`src/rtl/seg_scan_chain.sv`:
```
`default_nettype none
// ============================================================================
//  Module      : seg_scan_chain
//  Description : Multiplexed hex display scanner driving a daisy-chained
//                74HC595 shift register pair (ds/shclk/stclk). Each digit
//                gets a decimal point and a blanking control. Also debounces
//                two raw active-low push-keys into one-cycle press pulses.
//                Optional macro LEADING_ZERO_BLANK_EN darkens leading zero
//                digits at frame snapshot time.
//  Revision    : 1.0 - initial release
// ============================================================================
module seg_scan_chain #(
  parameter int NUM_DIGITS     = 8,
  parameter int SHCLK_DIV      = 4,
  parameter int DIGIT_HOLD     = 1024,
  parameter int DEBOUNCE       = 4096,
  parameter int SEG_ACTIVE_LOW = 1
) (
  input  logic                    clk,
  input  logic                    rst,
  input  logic [4*NUM_DIGITS-1:0] digits,
  input  logic [NUM_DIGITS-1:0]   dp,
  input  logic [NUM_DIGITS-1:0]   blank,
  input  logic                    key0,
  input  logic                    key1,
  output logic                    key0_pulse,
  output logic                    key1_pulse,
  output logic                    ds,
  output logic                    shclk,
  output logic                    stclk,
  output logic                    frame_done
);

  localparam int c_B  = 8 + NUM_DIGITS;
  localparam int c_IW = (NUM_DIGITS > 1) ? $clog2(NUM_DIGITS) : 1;
  localparam int c_BW = $clog2(c_B);
  localparam int c_DW = $clog2(SHCLK_DIV + 1);
  localparam int c_HW = $clog2(DIGIT_HOLD + 1);
  localparam int c_KW = $clog2(DEBOUNCE + 1);

  typedef enum logic [1:0] {
    S_LOAD  = 2'd0,
    S_SHIFT = 2'd1,
    S_LATCH = 2'd2,
    S_HOLD  = 2'd3
  } state_t;

  state_t                  r_state;
  logic [c_IW-1:0]         r_idx;
  logic [c_BW-1:0]         r_bit;
  logic [c_DW-1:0]         r_div;
  logic                    r_phase;
  logic [c_HW-1:0]         r_hold;
  logic [c_B-1:0]          r_word;
  logic                    r_ds;
  logic                    r_shclk;
  logic                    r_stclk;
  logic                    r_frame_done;
  logic [4*NUM_DIGITS-1:0] r_frm_digits;
  logic [NUM_DIGITS-1:0]   r_frm_dp;
  logic [NUM_DIGITS-1:0]   r_frm_blank;

  logic                    w_snap;
  logic [NUM_DIGITS-1:0]   w_lz;
  logic [4*NUM_DIGITS-1:0] w_src_digits;
  logic [NUM_DIGITS-1:0]   w_src_dp;
  logic [NUM_DIGITS-1:0]   w_src_blank;
  logic [3:0]              w_nib;
  logic                    w_dp;
  logic                    w_blk;
  logic [6:0]              w_hex;
  logic [7:0]              w_seg_raw;
  logic [7:0]              w_seg;
  logic [NUM_DIGITS-1:0]   w_sel;
  logic [c_B-1:0]          w_word;

  // Leading-zero mask over the live inputs; only consumed at snapshot time
  always_comb begin
    w_lz = '0;
`ifdef LEADING_ZERO_BLANK_EN
    begin
      logic v_run;
      v_run = 1'b1;
      for (int i = NUM_DIGITS - 1; i >= 1; i--) begin
        if (v_run && (digits[4*i +: 4] == 4'h0)) w_lz[i] = 1'b1;
        else                                     v_run = 1'b0;
      end
    end
`endif
  end

  // Digit 0's LOAD reads the live inputs (same cycle they are captured);
  // every other digit reads the frame register
  assign w_snap       = (r_state == S_LOAD) && (r_idx == '0);
  assign w_src_digits = w_snap ? digits         : r_frm_digits;
  assign w_src_dp     = w_snap ? dp             : r_frm_dp;
  assign w_src_blank  = w_snap ? (blank | w_lz) : r_frm_blank;

  // Select the current digit's nibble, dp and blank, plus its one-hot select
  always_comb begin
    w_nib = 4'h0;
    w_dp  = 1'b0;
    w_blk = 1'b0;
    for (int i = 0; i < NUM_DIGITS; i++) begin
      if (i == int'(r_idx)) begin
        w_nib = w_src_digits[4*i +: 4];
        w_dp  = w_src_dp[i];
        w_blk = w_src_blank[i];
      end
    end
    w_sel = '0;
    for (int i = 0; i < NUM_DIGITS; i++) begin
      if ((i == int'(r_idx)) && !w_blk) w_sel[i] = 1'b1;
    end
  end

  // Hex to a..g segment pattern
  always_comb begin
    case (w_nib)
      4'h0:    w_hex = 7'h3F;
      4'h1:    w_hex = 7'h06;
      4'h2:    w_hex = 7'h5B;
      4'h3:    w_hex = 7'h4F;
      4'h4:    w_hex = 7'h66;
      4'h5:    w_hex = 7'h6D;
      4'h6:    w_hex = 7'h7D;
      4'h7:    w_hex = 7'h07;
      4'h8:    w_hex = 7'h7F;
      4'h9:    w_hex = 7'h6F;
      4'hA:    w_hex = 7'h77;
      4'hB:    w_hex = 7'h7C;
      4'hC:    w_hex = 7'h39;
      4'hD:    w_hex = 7'h5E;
      4'hE:    w_hex = 7'h79;
      default: w_hex = 7'h71;
    endcase
  end

  assign w_seg_raw = w_blk ? 8'h00 : {w_dp, w_hex};
  assign w_seg     = (SEG_ACTIVE_LOW != 0) ? ~w_seg_raw : w_seg_raw;
  assign w_word    = {w_seg, w_sel};

  // Scan FSM: load word, shift it out MSB first, latch, hold, next digit
  always_ff @(posedge clk) begin
    if (rst) begin
      r_state      <= S_LOAD;
      r_idx        <= '0;
      r_bit        <= '0;
      r_div        <= '0;
      r_phase      <= 1'b0;
      r_hold       <= '0;
      r_word       <= '0;
      r_ds         <= 1'b0;
      r_shclk      <= 1'b0;
      r_stclk      <= 1'b0;
      r_frame_done <= 1'b0;
      r_frm_digits <= '0;
      r_frm_dp     <= '0;
      r_frm_blank  <= '0;
    end else begin
      r_frame_done <= 1'b0;
      case (r_state)
        S_LOAD: begin
          if (r_idx == '0) begin
            r_frm_digits <= digits;
            r_frm_dp     <= dp;
            r_frm_blank  <= blank | w_lz;
          end
          r_word  <= w_word;
          r_bit   <= c_BW'(c_B - 1);
          r_ds    <= w_word[c_B-1];
          r_shclk <= 1'b0;
          r_div   <= '0;
          r_phase <= 1'b0;
          r_state <= S_SHIFT;
        end
        S_SHIFT: begin
          if (r_div == c_DW'(SHCLK_DIV - 1)) begin
            r_div <= '0;
            if (!r_phase) begin
              r_phase <= 1'b1;
              r_shclk <= 1'b1;
            end else begin
              r_phase <= 1'b0;
              r_shclk <= 1'b0;
              if (r_bit == '0) begin
                r_stclk <= 1'b1;
                r_state <= S_LATCH;
              end else begin
                r_bit <= r_bit - c_BW'(1);
                r_ds  <= r_word[r_bit - c_BW'(1)];
              end
            end
          end else begin
            r_div <= r_div + c_DW'(1);
          end
        end
        S_LATCH: begin
          if (r_div == c_DW'(SHCLK_DIV - 1)) begin
            r_div   <= '0;
            r_stclk <= 1'b0;
            r_hold  <= '0;
            r_state <= S_HOLD;
          end else begin
            r_div <= r_div + c_DW'(1);
          end
        end
        S_HOLD: begin
          if (r_hold == c_HW'(DIGIT_HOLD - 1)) begin
            r_state <= S_LOAD;
            if (r_idx == c_IW'(NUM_DIGITS - 1)) begin
              r_idx        <= '0;
              r_frame_done <= 1'b1;
            end else begin
              r_idx <= r_idx + c_IW'(1);
            end
          end else begin
            r_hold <= r_hold + c_HW'(1);
          end
        end
        default: r_state <= S_LOAD;
      endcase
    end
  end

  assign ds         = r_ds;
  assign shclk      = r_shclk;
  assign stclk      = r_stclk;
  assign frame_done = r_frame_done;

  logic [1:0] w_key_raw;
  logic [1:0] w_key_pulse;
  assign w_key_raw = {key1, key0};

  for (genvar k = 0; k < 2; k++) begin : g_key
    logic [1:0]      r_sync;
    logic            r_prev;
    logic            r_level;
    logic [c_KW-1:0] r_cnt;
    logic            r_pulse;

    // Synchronise, then accept a new level only after it stays put long enough
    always_ff @(posedge clk) begin
      if (rst) begin
        r_sync  <= 2'b11;
        r_prev  <= 1'b1;
        r_level <= 1'b1;
        r_cnt   <= '0;
        r_pulse <= 1'b0;
      end else begin
        r_sync  <= {r_sync[0], w_key_raw[k]};
        r_prev  <= r_sync[1];
        r_pulse <= 1'b0;
        if ((r_sync[1] == r_level) || (r_sync[1] != r_prev)) begin
          r_cnt <= '0;
        end else if (r_cnt == c_KW'(DEBOUNCE - 1)) begin
          r_cnt   <= '0;
          r_level <= r_sync[1];
          r_pulse <= ~r_sync[1];
        end else begin
          r_cnt <= r_cnt + c_KW'(1);
        end
      end
    end

    assign w_key_pulse[k] = r_pulse;
  end

  assign key0_pulse = w_key_pulse[0];
  assign key1_pulse = w_key_pulse[1];

endmodule
`default_nettype wire

```
`config.mk`:
```
export PLATFORM = sky130hd
export DESIGN_NAME = seg_scan_chain
export DESIGN_NICKNAME = d
export VERILOG_FILES = /design/src/rtl/seg_scan_chain.sv
export SDC_FILE = /design/constraint.sdc
export NUM_CORES = 1
export LEC_CHECK = 0
export CAP_MARGIN = 15
export CORE_UTILIZATION = 30
export DETAILED_ROUTE_END_ITERATION = 10
export PLACE_DENSITY = 0.44
export RECOVER_POWER = 25
export SLEW_MARGIN = 40
export SYNTH_ARGS = -nofsm -noshare
export SYNTH_HDL_FRONTEND = slang
export SYNTH_SLANG_ARGS = --single-unit
```
`constraint.sdc`:
```
create_clock -name clk -period 5.2 [get_ports clk]
set_input_delay 1.04 -clock clk [delete_from_list [all_inputs] [get_ports clk]]
set_output_delay 1.04 -clock clk [all_outputs]
set_load 0.01 [all_outputs]
```
==> summary.md <==
| Metric | Value |
|---|---|
| Worst EP required | 5.51 ns |
| # resized after CTS | 0 |
| Antenna violations before repair | 0 |
| I/O pin cnt | 58 |
| Post-synth top area share | 41.18% |
| Clock insertion delay at the later pin of the skew report | 0.42 ns |
| Crit. End Element | flip-flop |
| Crit path time final | 4.266 ns |
| PnR worst setup slack | 0.9340 ns |
| Multi-input combinational cell area | 3329 sq um |
| Reg2Reg Depth | 11 |
| Row count | 52 |
| Routed Antenna Nets | 0 |
| IO buf count | 57 |
| Setup total negative slack | 0 ns |
| Largest cells by area after synthesis | dfxtp_1, nand2_1, a21oi_1 |
| Post-Syn Area | 6175 sq um |
| Gate power share | 31.2% |
| Post-route clock period utilization | 82.04% |
| Post-DP HPWL | 11.01 mm |
| Nets | 853 |
| Die X | 145.5 um |
| Core Footprint | 20,230 sq um |
| Post-synth EDFFs | 0 |
| Final Cell Area | 7521 sq um |
| Final Hold Viols | 0 |
| Share of layout cells above drive strength 1 | 9.343% |
| FILL cells | 2,064 |
| CTS H-Tree Depth | 4 |
| Switching component of the power | 1.194 mW |
| Clock group share of total power | 33.2% |
| YS warnings | 0 |
| Leak | 2.781 nW |
| Part of the power in registers | 35.6% |
| GR Util met1 | 21.39% |
| Via count | 5,227 |
| Area growth, synth to finish | 21.80% |
| Int Pwr | 2.330 mW |
| Setup Fix Bufs, Post-CTS | 0 |
| Worst slack, placed | 1.103 ns |
| GRT overflow | 0 |
| GR peak layer | met2 |
| Global routing usage on met3 | 3.072% |
| Full die area | 21,160 sq um |
| RSZ-0062 raised after global routing | no |
| Avg Vias per Cell | 4.922 |
| Drt pass-1 iters | 5 |
| Clock Skews | 0.007118 ns |
| Tot GR Track Use | 15.96% |
| P per Cell Area | 468.6 nW/um^2 |
| Setup-failing EPs final | 0 |
| Synth cell types | 56 |
| Status | finished with violations |
| Fraction of registers with async set/reset | 0% |
| First DRT Iteration DRCs | 333 |
| Commonest non-fill, non-tap cell in the layout | dfxtp_1 |
| Max-cap violations | 2 |
| Most frequent cells in the layout | dfxtp_1, nand2_1, a21oi_1, nor2_1, clkdlybuf4s50_1 |
| Top cell type by total area after synthesis | dfxtp_1 |
| Final core occ | 37.17% |
| Maximum clock path buffer count | 2 |
| Routed WL | 16.00 mm |
| Die height | 145.5 um |
| Vias in the first global route | 5,145 |
| Worst-margin pin slew | 2.248 ns |
| FF+latch count, synth | 127 |
| GPL Wtd Cong | 0.7828 |
| Part of the Yosys area used for sequential elements | 41.18% |
| Final routed DRC violation total | 0 |
| Top FF cell, synth | dfxtp_1 |
| CTS Buf Count | 17 |
| Clk slew on worst S/H paths | 0.06 ns |
| Fmax | 234.4 MHz |
| Initial Utilization | 30.52% |
| VDD IR max | 0.2043 mV |
| Diode count | 0 |
| CP Class | in -> reg |
| Largest net degree at the start of global routing | 51 |
| Max-slew violation count | 91 |
| Global-route wire length before repair | 26.85 mm |
| Dpl cell area | 6944 sq um |
| Setup crit start kind | input pin |
| Worst Path Arrival | 4.57 ns |
| Synthesized net count | 816 |
| Hold-fix buffers at CTS | 0 |
| Sw Ratio | 33.89% |
| Per-cell routed wire length | 15.06 um |
| Clk sinks | 127 |
| Failing checks | max-capacitance violations, max-slew violations |
| Root buffer cell | clkbuf_16 |
| Worst slew margin | -49.86% |
| Hold Path Depth | 1 |
| CP Max Fanout | 50 |
| CTS tree | built |
| Syn Inst Count | 742 |
| Hold crit path type | reg -> reg |
| Post-Syn Area per Cell | 8.322 sq um |
| GR Layer Usage met2 | 25.36% |
| Sequential Area | 2544 sq um |
## registers in the layout, indices dropped and copies added, names as in the netlist, 4 cells and up
register / cells
g_key.r_cnt: 26
r_frm_digits: 32
g_key.r_sync: 4
r_frm_dp: 8
r_bit: 4
r_word: 16
r_hold: 11
r_frm_blank: 8
## critical path: stages
cell and delay (ns):
clkbuf_1 1.30, clkbuf_1 1.69, a31o_2 0.42, nor2_1 0.07
## path summary, 6_finish.rpt
| check | startpoint | endpoint | slack [ns] |
|---|---|---|---|
| worst max register to register | r_idx[0]$_SDFFE_PP0P_ | r_word[11]$_SDFFE_PP0P_ | 1.24 |
| worst min-delay path | g_key[0].r_sync[0]$_SDFF_PP1_ | g_key[0].r_sync[1]$_SDFF_PP1_ | 0.42 |
| worst max-delay path | rst | r_hold[4]$_SDFFE_PP0P_ | 0.93 |
| worst min register to register | g_key[0].r_sync[0]$_SDFF_PP1_ | g_key[0].r_sync[1]$_SDFF_PP1_ | 0.42 |
## cell type report
type	count	share of cell area, %
Clock buffer	18	5.839
Clock inverter	14	1.880
Inverter	27	1.348
Multi-Input combinational cell	540	44.27
Sequential cell	127	33.82
Tap cell	270	4.492
Timing Repair Buffer	66	8.351
## per-stage QoR
stage               hold slack [ns]  std cells  power, mW
floorplan                    0.3895        742      2.072
global placement             0.4003       1030      2.352
detailed placement           0.3946       1030      2.377
CTS                          0.4226       1062      3.571
global route                 0.4333       1062      3.757
finish                       0.4171       1062      3.524
## routing by layer
| metal | up-vias | part of all wire [%] |
|---|---|---|
| met3 | 14 | 3.0 |
| met1 | 2479 | 48 |
| met4 | 0 | 1.3 |
| met2 | 86 | 47 |
| li1 | 2648 | - |
| met5 | - | 0 |
## synth_stat cells, types with 7 or more instances
library cell  count
dfxtp_1         127
nand2_1         110
a21oi_1          81
nor2_1           71
clkbuf_1         30
inv_1            27
nand3_1          24
ha_1             22
o21ai_0          18
and3_1           16
xnor2_1          15
nor3_1           14
mux2i_1          12
xor2_1           12
nor2b_1          11
a211oi_1         10
buf_2            10
mux2_2           10
nand2b_1          9
nor3b_1           7
or2_2             7
or3_1             7
## power groups by stage
stage          registers (mW)  clock network (mW)  logic (mW)
2_1_floorplan            1.23                   0       0.841
3_3_place_gp             1.27                   0        1.08
3_5_place_dp             1.27                   0        1.10
4_1_cts                  1.26                1.21        1.11
5_1_grt                  1.28                1.25        1.22
6_report                 1.26                1.17        1.10
## cells by family after synthesis
kind of cell | after synthesis | share of synthesized area [%]
XOR/XNOR | 27 | 3.830
AO/OA/AOI/OAI | 167 | 17.20
multiplexers | 28 | 5.958
buffers and inverters | 75 | 5.066
AND/OR/NAND/NOR | 296 | 22.31
adder cells (fa/ha/maj) | 22 | 4.458
flip-flops | 127 | 41.18
Note: power is estimated with default switching activity, not from simulation.
